==> src/rtl/mips_pkg.sv <==
// ============================================================================
//  Package : mips_pkg
//  Shared state, opcode, funct and ALU encodings for the MIPS controllers.
//  Rev 1.0 : initial release
// ============================================================================
`default_nettype none

package mips_pkg;

  typedef enum logic [3:0] {
    FETCH   = 4'd0,
    DECODE  = 4'd1,
    MEMADR  = 4'd2,
    MEMRD   = 4'd3,
    MEMWB   = 4'd4,
    MEMWR   = 4'd5,
    EXECUTE = 4'd6,
    ALUWB   = 4'd7,
    BRANCH  = 4'd8,
    ADDIEX  = 4'd9,
    ADDIWB  = 4'd10,
    JUMP    = 4'd11,
    TRAP    = 4'd12
  } state_t;

  localparam logic [5:0] c_op_rtype = 6'b000000;
  localparam logic [5:0] c_op_lw    = 6'b100011;
  localparam logic [5:0] c_op_sw    = 6'b101011;
  localparam logic [5:0] c_op_beq   = 6'b000100;
  localparam logic [5:0] c_op_addi  = 6'b001000;
  localparam logic [5:0] c_op_j     = 6'b000010;

  localparam logic [5:0] c_fn_add = 6'b100000;
  localparam logic [5:0] c_fn_sub = 6'b100010;
  localparam logic [5:0] c_fn_and = 6'b100100;
  localparam logic [5:0] c_fn_or  = 6'b100101;
  localparam logic [5:0] c_fn_slt = 6'b101010;

  localparam logic [1:0] c_aluop_add   = 2'b00;
  localparam logic [1:0] c_aluop_sub   = 2'b01;
  localparam logic [1:0] c_aluop_funct = 2'b10;

  localparam logic [2:0] c_alu_and = 3'b000;
  localparam logic [2:0] c_alu_or  = 3'b001;
  localparam logic [2:0] c_alu_add = 3'b010;
  localparam logic [2:0] c_alu_sub = 3'b110;
  localparam logic [2:0] c_alu_slt = 3'b111;

  // R-type functions the datapath can actually execute; anything else traps.
  function automatic logic is_rtype_funct(input logic [5:0] fn);
    return (fn == c_fn_add) || (fn == c_fn_sub) || (fn == c_fn_and) ||
           (fn == c_fn_or)  || (fn == c_fn_slt);
  endfunction

endpackage

`default_nettype wire

==> src/rtl/aludec.sv <==
// ============================================================================
//  Module : aludec
//  Maps the controller aluop and the instruction funct field to alucontrol.
//  Rev 1.0 : initial release
// ============================================================================
`default_nettype none

module aludec
  import mips_pkg::*;
(
  input  logic [1:0] aluop,
  input  logic [5:0] funct,
  output logic [2:0] alucontrol
);

  always_comb begin
    alucontrol = c_alu_add;
    case (aluop)
      c_aluop_add: alucontrol = c_alu_add;
      c_aluop_sub: alucontrol = c_alu_sub;
      c_aluop_funct: begin
        case (funct)
          c_fn_add: alucontrol = c_alu_add;
          c_fn_sub: alucontrol = c_alu_sub;
          c_fn_and: alucontrol = c_alu_and;
          c_fn_or:  alucontrol = c_alu_or;
          c_fn_slt: alucontrol = c_alu_slt;
          default:  alucontrol = c_alu_add;
        endcase
      end
      default: alucontrol = c_alu_add;
    endcase
  end

endmodule

`default_nettype wire

==> src/rtl/multicycle_ctrl.sv <==
// ============================================================================
//  Module : multicycle_ctrl
//  Moore sequencing controller for the shared-memory multicycle MIPS datapath.
//  Rev 1.0 : initial release
// ============================================================================
`default_nettype none

module multicycle_ctrl
  import mips_pkg::*;
#(
  parameter int ADDR_W = 32
) (
  input  logic              clk,
  input  logic              reset,
  input  logic [5:0]        op,
  input  logic [5:0]        funct,
  input  logic              zero,
  input  logic              mem_ready,
  output logic              pcen,
  output logic              iord,
  output logic              irwrite,
  output logic              memwrite,
  output logic              regdst,
  output logic              memtoreg,
  output logic              regwrite,
  output logic              alusrca,
  output logic [1:0]        alusrcb,
  output logic [1:0]        pcsrc,
  output logic [2:0]        alucontrol,
  output logic              retire,
  output logic              illegal,
  output logic [ADDR_W-1:0] instret
);

  state_t            r_state;
  state_t            w_next_state;
  logic              r_is_sw;
  logic [5:0]        r_funct;
  logic [ADDR_W-1:0] r_instret;

  logic [1:0]        w_aluop;
  logic              w_pcen;
  logic              w_irwrite;
  logic              w_memwrite;
  logic              w_regwrite;
  logic              w_retire;

  always_ff @(posedge clk) begin
    if (reset) begin
      r_state <= FETCH;
    end else begin
      r_state <= w_next_state;
    end
  end

  // The instruction fields are only trusted in DECODE; later states use these copies.
  always_ff @(posedge clk) begin
    if (reset) begin
      r_is_sw <= 1'b0;
      r_funct <= '0;
    end else if (r_state == DECODE) begin
      r_is_sw <= (op == c_op_sw);
      r_funct <= funct;
    end
  end

  always_ff @(posedge clk) begin
    if (reset) begin
      r_instret <= '0;
    end else if (w_retire) begin
      r_instret <= r_instret + ADDR_W'(1);
    end
  end

  always_comb begin
    w_next_state = r_state;
    case (r_state)
      FETCH:   w_next_state = mem_ready ? DECODE : FETCH;
      DECODE: begin
        case (op)
          c_op_lw,
          c_op_sw:    w_next_state = MEMADR;
          c_op_rtype: w_next_state = is_rtype_funct(funct) ? EXECUTE : TRAP;
          c_op_beq:   w_next_state = BRANCH;
          c_op_addi:  w_next_state = ADDIEX;
          c_op_j:     w_next_state = JUMP;
          default:    w_next_state = TRAP;
        endcase
      end
      MEMADR:  w_next_state = r_is_sw ? MEMWR : MEMRD;
      MEMRD:   w_next_state = mem_ready ? MEMWB : MEMRD;
      MEMWB:   w_next_state = FETCH;
      MEMWR:   w_next_state = mem_ready ? FETCH : MEMWR;
      EXECUTE: w_next_state = ALUWB;
      ALUWB:   w_next_state = FETCH;
      BRANCH:  w_next_state = FETCH;
      ADDIEX:  w_next_state = ADDIWB;
      ADDIWB:  w_next_state = FETCH;
      JUMP:    w_next_state = FETCH;
      TRAP:    w_next_state = TRAP;
      default: w_next_state = FETCH;
    endcase
  end

  always_comb begin
    w_pcen     = 1'b0;
    iord       = 1'b0;
    w_irwrite  = 1'b0;
    w_memwrite = 1'b0;
    regdst     = 1'b0;
    memtoreg   = 1'b0;
    w_regwrite = 1'b0;
    alusrca    = 1'b0;
    alusrcb    = 2'b00;
    pcsrc      = 2'b00;
    w_aluop    = c_aluop_add;
    w_retire   = 1'b0;
    illegal    = 1'b0;
    case (r_state)
      FETCH: begin
        alusrcb   = 2'b01;
        w_irwrite = mem_ready;
        w_pcen    = mem_ready;
      end
      DECODE: begin
        alusrcb = 2'b11;
      end
      MEMADR: begin
        alusrca = 1'b1;
        alusrcb = 2'b10;
      end
      MEMRD: begin
        iord = 1'b1;
      end
      MEMWB: begin
        memtoreg   = 1'b1;
        w_regwrite = 1'b1;
        w_retire   = 1'b1;
      end
      MEMWR: begin
        iord       = 1'b1;
        w_memwrite = 1'b1;
        w_retire   = mem_ready;
      end
      EXECUTE: begin
        alusrca = 1'b1;
        w_aluop = c_aluop_funct;
      end
      ALUWB: begin
        regdst     = 1'b1;
        w_regwrite = 1'b1;
        w_retire   = 1'b1;
      end
      BRANCH: begin
        alusrca  = 1'b1;
        w_aluop  = c_aluop_sub;
        pcsrc    = 2'b01;
        w_pcen   = zero;
        w_retire = 1'b1;
      end
      ADDIEX: begin
        alusrca = 1'b1;
        alusrcb = 2'b10;
      end
      ADDIWB: begin
        w_regwrite = 1'b1;
        w_retire   = 1'b1;
      end
      JUMP: begin
        pcsrc    = 2'b10;
        w_pcen   = 1'b1;
        w_retire = 1'b1;
      end
      TRAP: begin
        illegal = 1'b1;
      end
      default: begin
        illegal = 1'b0;
      end
    endcase
  end

  aludec u_aludec (
    .aluop      (w_aluop),
    .funct      (r_funct),
    .alucontrol (alucontrol)
  );

  // Architectural side effects are suppressed while reset is held.
  assign pcen     = w_pcen     & ~reset;
  assign irwrite  = w_irwrite  & ~reset;
  assign memwrite = w_memwrite & ~reset;
  assign regwrite = w_regwrite & ~reset;
  assign retire   = w_retire   & ~reset;
  assign instret  = r_instret;

endmodule

`default_nettype wire
==> config.mk <==
export PLATFORM = sky130hd
export DESIGN_NAME = multicycle_ctrl
export DESIGN_NICKNAME = d
export VERILOG_FILES = /design/src/rtl/mips_pkg.sv /design/src/rtl/aludec.sv /design/src/rtl/multicycle_ctrl.sv
export SDC_FILE = /design/constraint.sdc
export NUM_CORES = 1
export LEC_CHECK = 0
export ABC_AREA = 1
export BUFFER_PORTS_ARGS = -buffer_cell sky130_fd_sc_hd__buf_2
export CORE_MARGIN = 5
export CORE_UTILIZATION = 56
export DETAILED_ROUTE_END_ITERATION = 10
export PLACE_DENSITY = 0.86
export SYNTH_ARGS = -nofsm -noshare
export SYNTH_HDL_FRONTEND = slang
export SYNTH_SLANG_ARGS = --single-unit
==> constraint.sdc <==
create_clock -name clk -period 2.43 [get_ports clk]
set_input_delay 0.3645 -clock clk [delete_from_list [all_inputs] [get_ports clk]]
set_output_delay 0.3645 -clock clk [all_outputs]
set_load 0.01 [all_outputs]
==> summary.txt <==
Timing
  – Fmax: 454 MHz
  – Period minus WS final: 2.20 ns
  – Final worst-path cycle share: 0.906
  – Final Hold Vio Count: 0
  – Final hold slack: 0.312 ns
  – Final setup vio count: 0
  – Least-Margin Pin Slew: 0.343 ns
  – Clock skew: 0.00636 ns
  – RSZ-0062 raised after global routing: false
  – Slew HR: 0.770
  – Final setup TNS: 0 ns
  – Slew Viols, Final: 0

GRT
  – Largest net degree at the start of global routing: 28
  – Total grt overflow: 0
  – Gr usage total: 0.235
  – Initial antenna violation count: 0
  – Global-route wire length before repair: 12,500 um
  – Vias in the first global route: 2,910

Clocking
  – Max Root-Sink Buffers: 2
  – Root Buffer: clkbuf_8
  – Postcts setup bufs: 0
  – H-tree depth: 2
  – Post-cts sizing count: 0
  – Total CTS buffers: 5
  – Clk slew on worst S/H paths: 0.08 ns
  – CTS tree: built
  – # clock sinks: 43
  – CTS Hold Bufs: 0
  – Worst skew pair latency: 0.29 ns

Synth
  – Yosys cell types: 33
  – Synth top area cells: dfxtp_1, nand2_1, nor2_1
  – EDFF count, synth: 0
  – Cell taking the most area after synthesis: dfxtp_1
  – Post-synth ARST share: 0
  – Main combinational cell family by area after synthesis: simple AND/OR/NAND/NOR gates
  – Top_reg_cell synth: dfxtp_1
  – Mux contribution to synthesized area: 0
  – Seq cells post-synth: 43
  – Adder-Cell Fraction of Synth Area: 0.0133
  – Synthesized area: 2830 sq um
  – Synth top area share: 0.304
  – Synth warn: 0
  – Post-synthesis xor/xnor area fraction: 0.0279
  – Syn nets: 500
  – Complex-gate fraction of the synthesized area: 0.103
  – Simple-gate share of the synthesized area: 0.446
  – Sequential share of the synthesized area: 0.304
  – Cells after synthesis: 481
  – Syn_area_per_cell: 5.88 sq um

Setup path
  – Critical-path maximum fanout: 5
  – Slowest CP cell: dfxtp_1
  – Worst Setup Start Kind: flip-flop
  – WS Path Type: flip-flop to output port
  – Req. time, crit path: 2.07 ns
  – Worst Path Arrival: 1.84 ns
  – Crit path cell chain: inv_1, nand2_1, nor2_1, inv_1, ha_1, a211o_1, buf_2
  – Setup crit end kind: output port
  – Worst path bufs/invs: 3
  – Reg2reg path depth: 9
  – Cell mode on critical path: inv_1
  – CP top delay family: buffers and inverters
  – Reg-to-reg startpoint: instret[0]
  – Reg2Reg Setup Slack: 0.63 ns
  – CP max stage delay: 0.33 ns
  – Critical R2R Capture: instret[22]

Route
  – Via count: 3,108
  – Routed Antenna Nets: 0
  – Post-Route WL: 7140 um
  – WL per Instance: 11.7 um
  – Vias/cell: 5.08
  – Initial drt markers: 227
  – Post-route DRC: 0
  – Drt pass-1 iters: 5

Hold path
  – Worst hold start: funct[5]
  – Hold path depth: 3
  – Worst Hold Class: input port to flip-flop
  – Hold Path End: r_funct[5]

Cells and area
  – Final #Nets: 564
  – Multi-input gate area: 1670 sq um
  – Layout area overhead: 15.8%
  – Most frequent cells in the layout: nand2_1, nor2_1, buf_2, inv_1, dfxtp_1
  – Final Util: 0.680
  – FF+latch area: 861 sq um
  – Fill count: 488
  – Layout cells sized above 1: 0.160
  – Diodes inserted: 0
  – Most common cell after layout, fill and taps aside: nand2_1

Floorplanning
  – Chip Height: 81.1 um
  – Initial core utilization: 0.587
  – Die area: 6570 sq um
  – Top Ports: 65
  – # rows: 25
  – Die Wd: 81.1 um
  – Core Footprint: 4820 sq um

Place
  – DP Wirelength: 5490 um
  – Number of port buffers: 64
  – GP Congestion: 0.904

Pwr
  – Power Density: 465 nW/um^2
  – Peak VDD IR: 0.329 mV
  – Leakage: 1.48 nW

Run status
  – Run status: finished clean

Flow run
  – Maxcap violations: 0
## layer usage
layer  GRT usage  part of all wire  vias to the layer above
met2       0.399              0.46                      122
met5           0                 0                        -
li1            -                 -                     1635
met1       0.297              0.46                     1341
met3      0.0410             0.070                       10
met4      0.0828             0.013                        0
## through the flow
step	total power, mW	area, sq um	setup WS, ns	std cells
2_1_floorplan	0.947	2830	0.789	481
3_3_place_gp	0.994	3170	0.591	605
3_5_place_dp	0.998	3170	0.568	605
4_1_cts	1.54	3280	0.232	612
5_1_grt	1.60	3280	0.0446	612
6_report	1.52	3280	0.228	612
## tightest hold or removal path: cells and delay by family
kind | cells | cell delay, ns
buffers and inverters | 1 | 0.09
AND/OR/NAND/NOR | 2 | 0.12
## power breakdown
| part | total [mW] | switching (mW) | internal, mW |
|---|---|---|---|
| clock network | 0.539 | 0.238 | 0.301 |
| logic | 0.240 | 0.164 | 0.0764 |
| registers | 0.743 | 0.0178 | 0.725 |
## layout make-up
type / instances / share of cell area
clock inverters: 1 / 0.00917
flip-flops and latches: 43 / 0.263
multi-input cells: 372 / 0.509
repair buffers: 68 / 0.107
well taps: 67 / 0.0256
clock buffers: 6 / 0.0222
inverters: 55 / 0.0646
## synthesized netlist by cell type, types with 4 or more instances
cell type / number
nand3_1: 28
dfxtp_1: 43
nand2_2: 4
nor2_1: 97
nand4_1: 10
inv_1: 52
o21ai_0: 13
clkbuf_1: 5
nand2_1: 153
nor3_1: 6
a21oi_1: 35
xor2_1: 7
## sequential cells by signal (all words and copies together) (netlist names)
| signal | count |
|---|---|
| r_funct | 6 |
| r_is_sw | 1 |
| instret | 32 |
| r_state | 4 |
## cell families (layout without fill, tap and decap cells)
| logic type | Yosys count | in the layout |
|---|---|---|
| xor gates and xnor gates | 9 | 9 |
| and+or+nand+nor | 305 | 305 |
| AOI/OAI and AO/OA | 55 | 55 |
| DFF | 43 | 43 |
| adders and majority gates | 3 | 3 |
| buffers and inverters | 66 | 130 |
## worst max path at each step
stage               start       endpoint  depth (start not counted)
4_1_cts        r_state[3]  alucontrol[1]                          7
5_1_grt        r_state[3]  alucontrol[1]                          7
6_report       r_state[3]  alucontrol[1]                          7
3_5_place_dp   r_state[3]  alucontrol[1]                          7
2_1_floorplan  r_state[3]  alucontrol[1]                          6
3_3_place_gp   r_state[3]  alucontrol[1]                          7
Power figures use the tool's default switching activity.
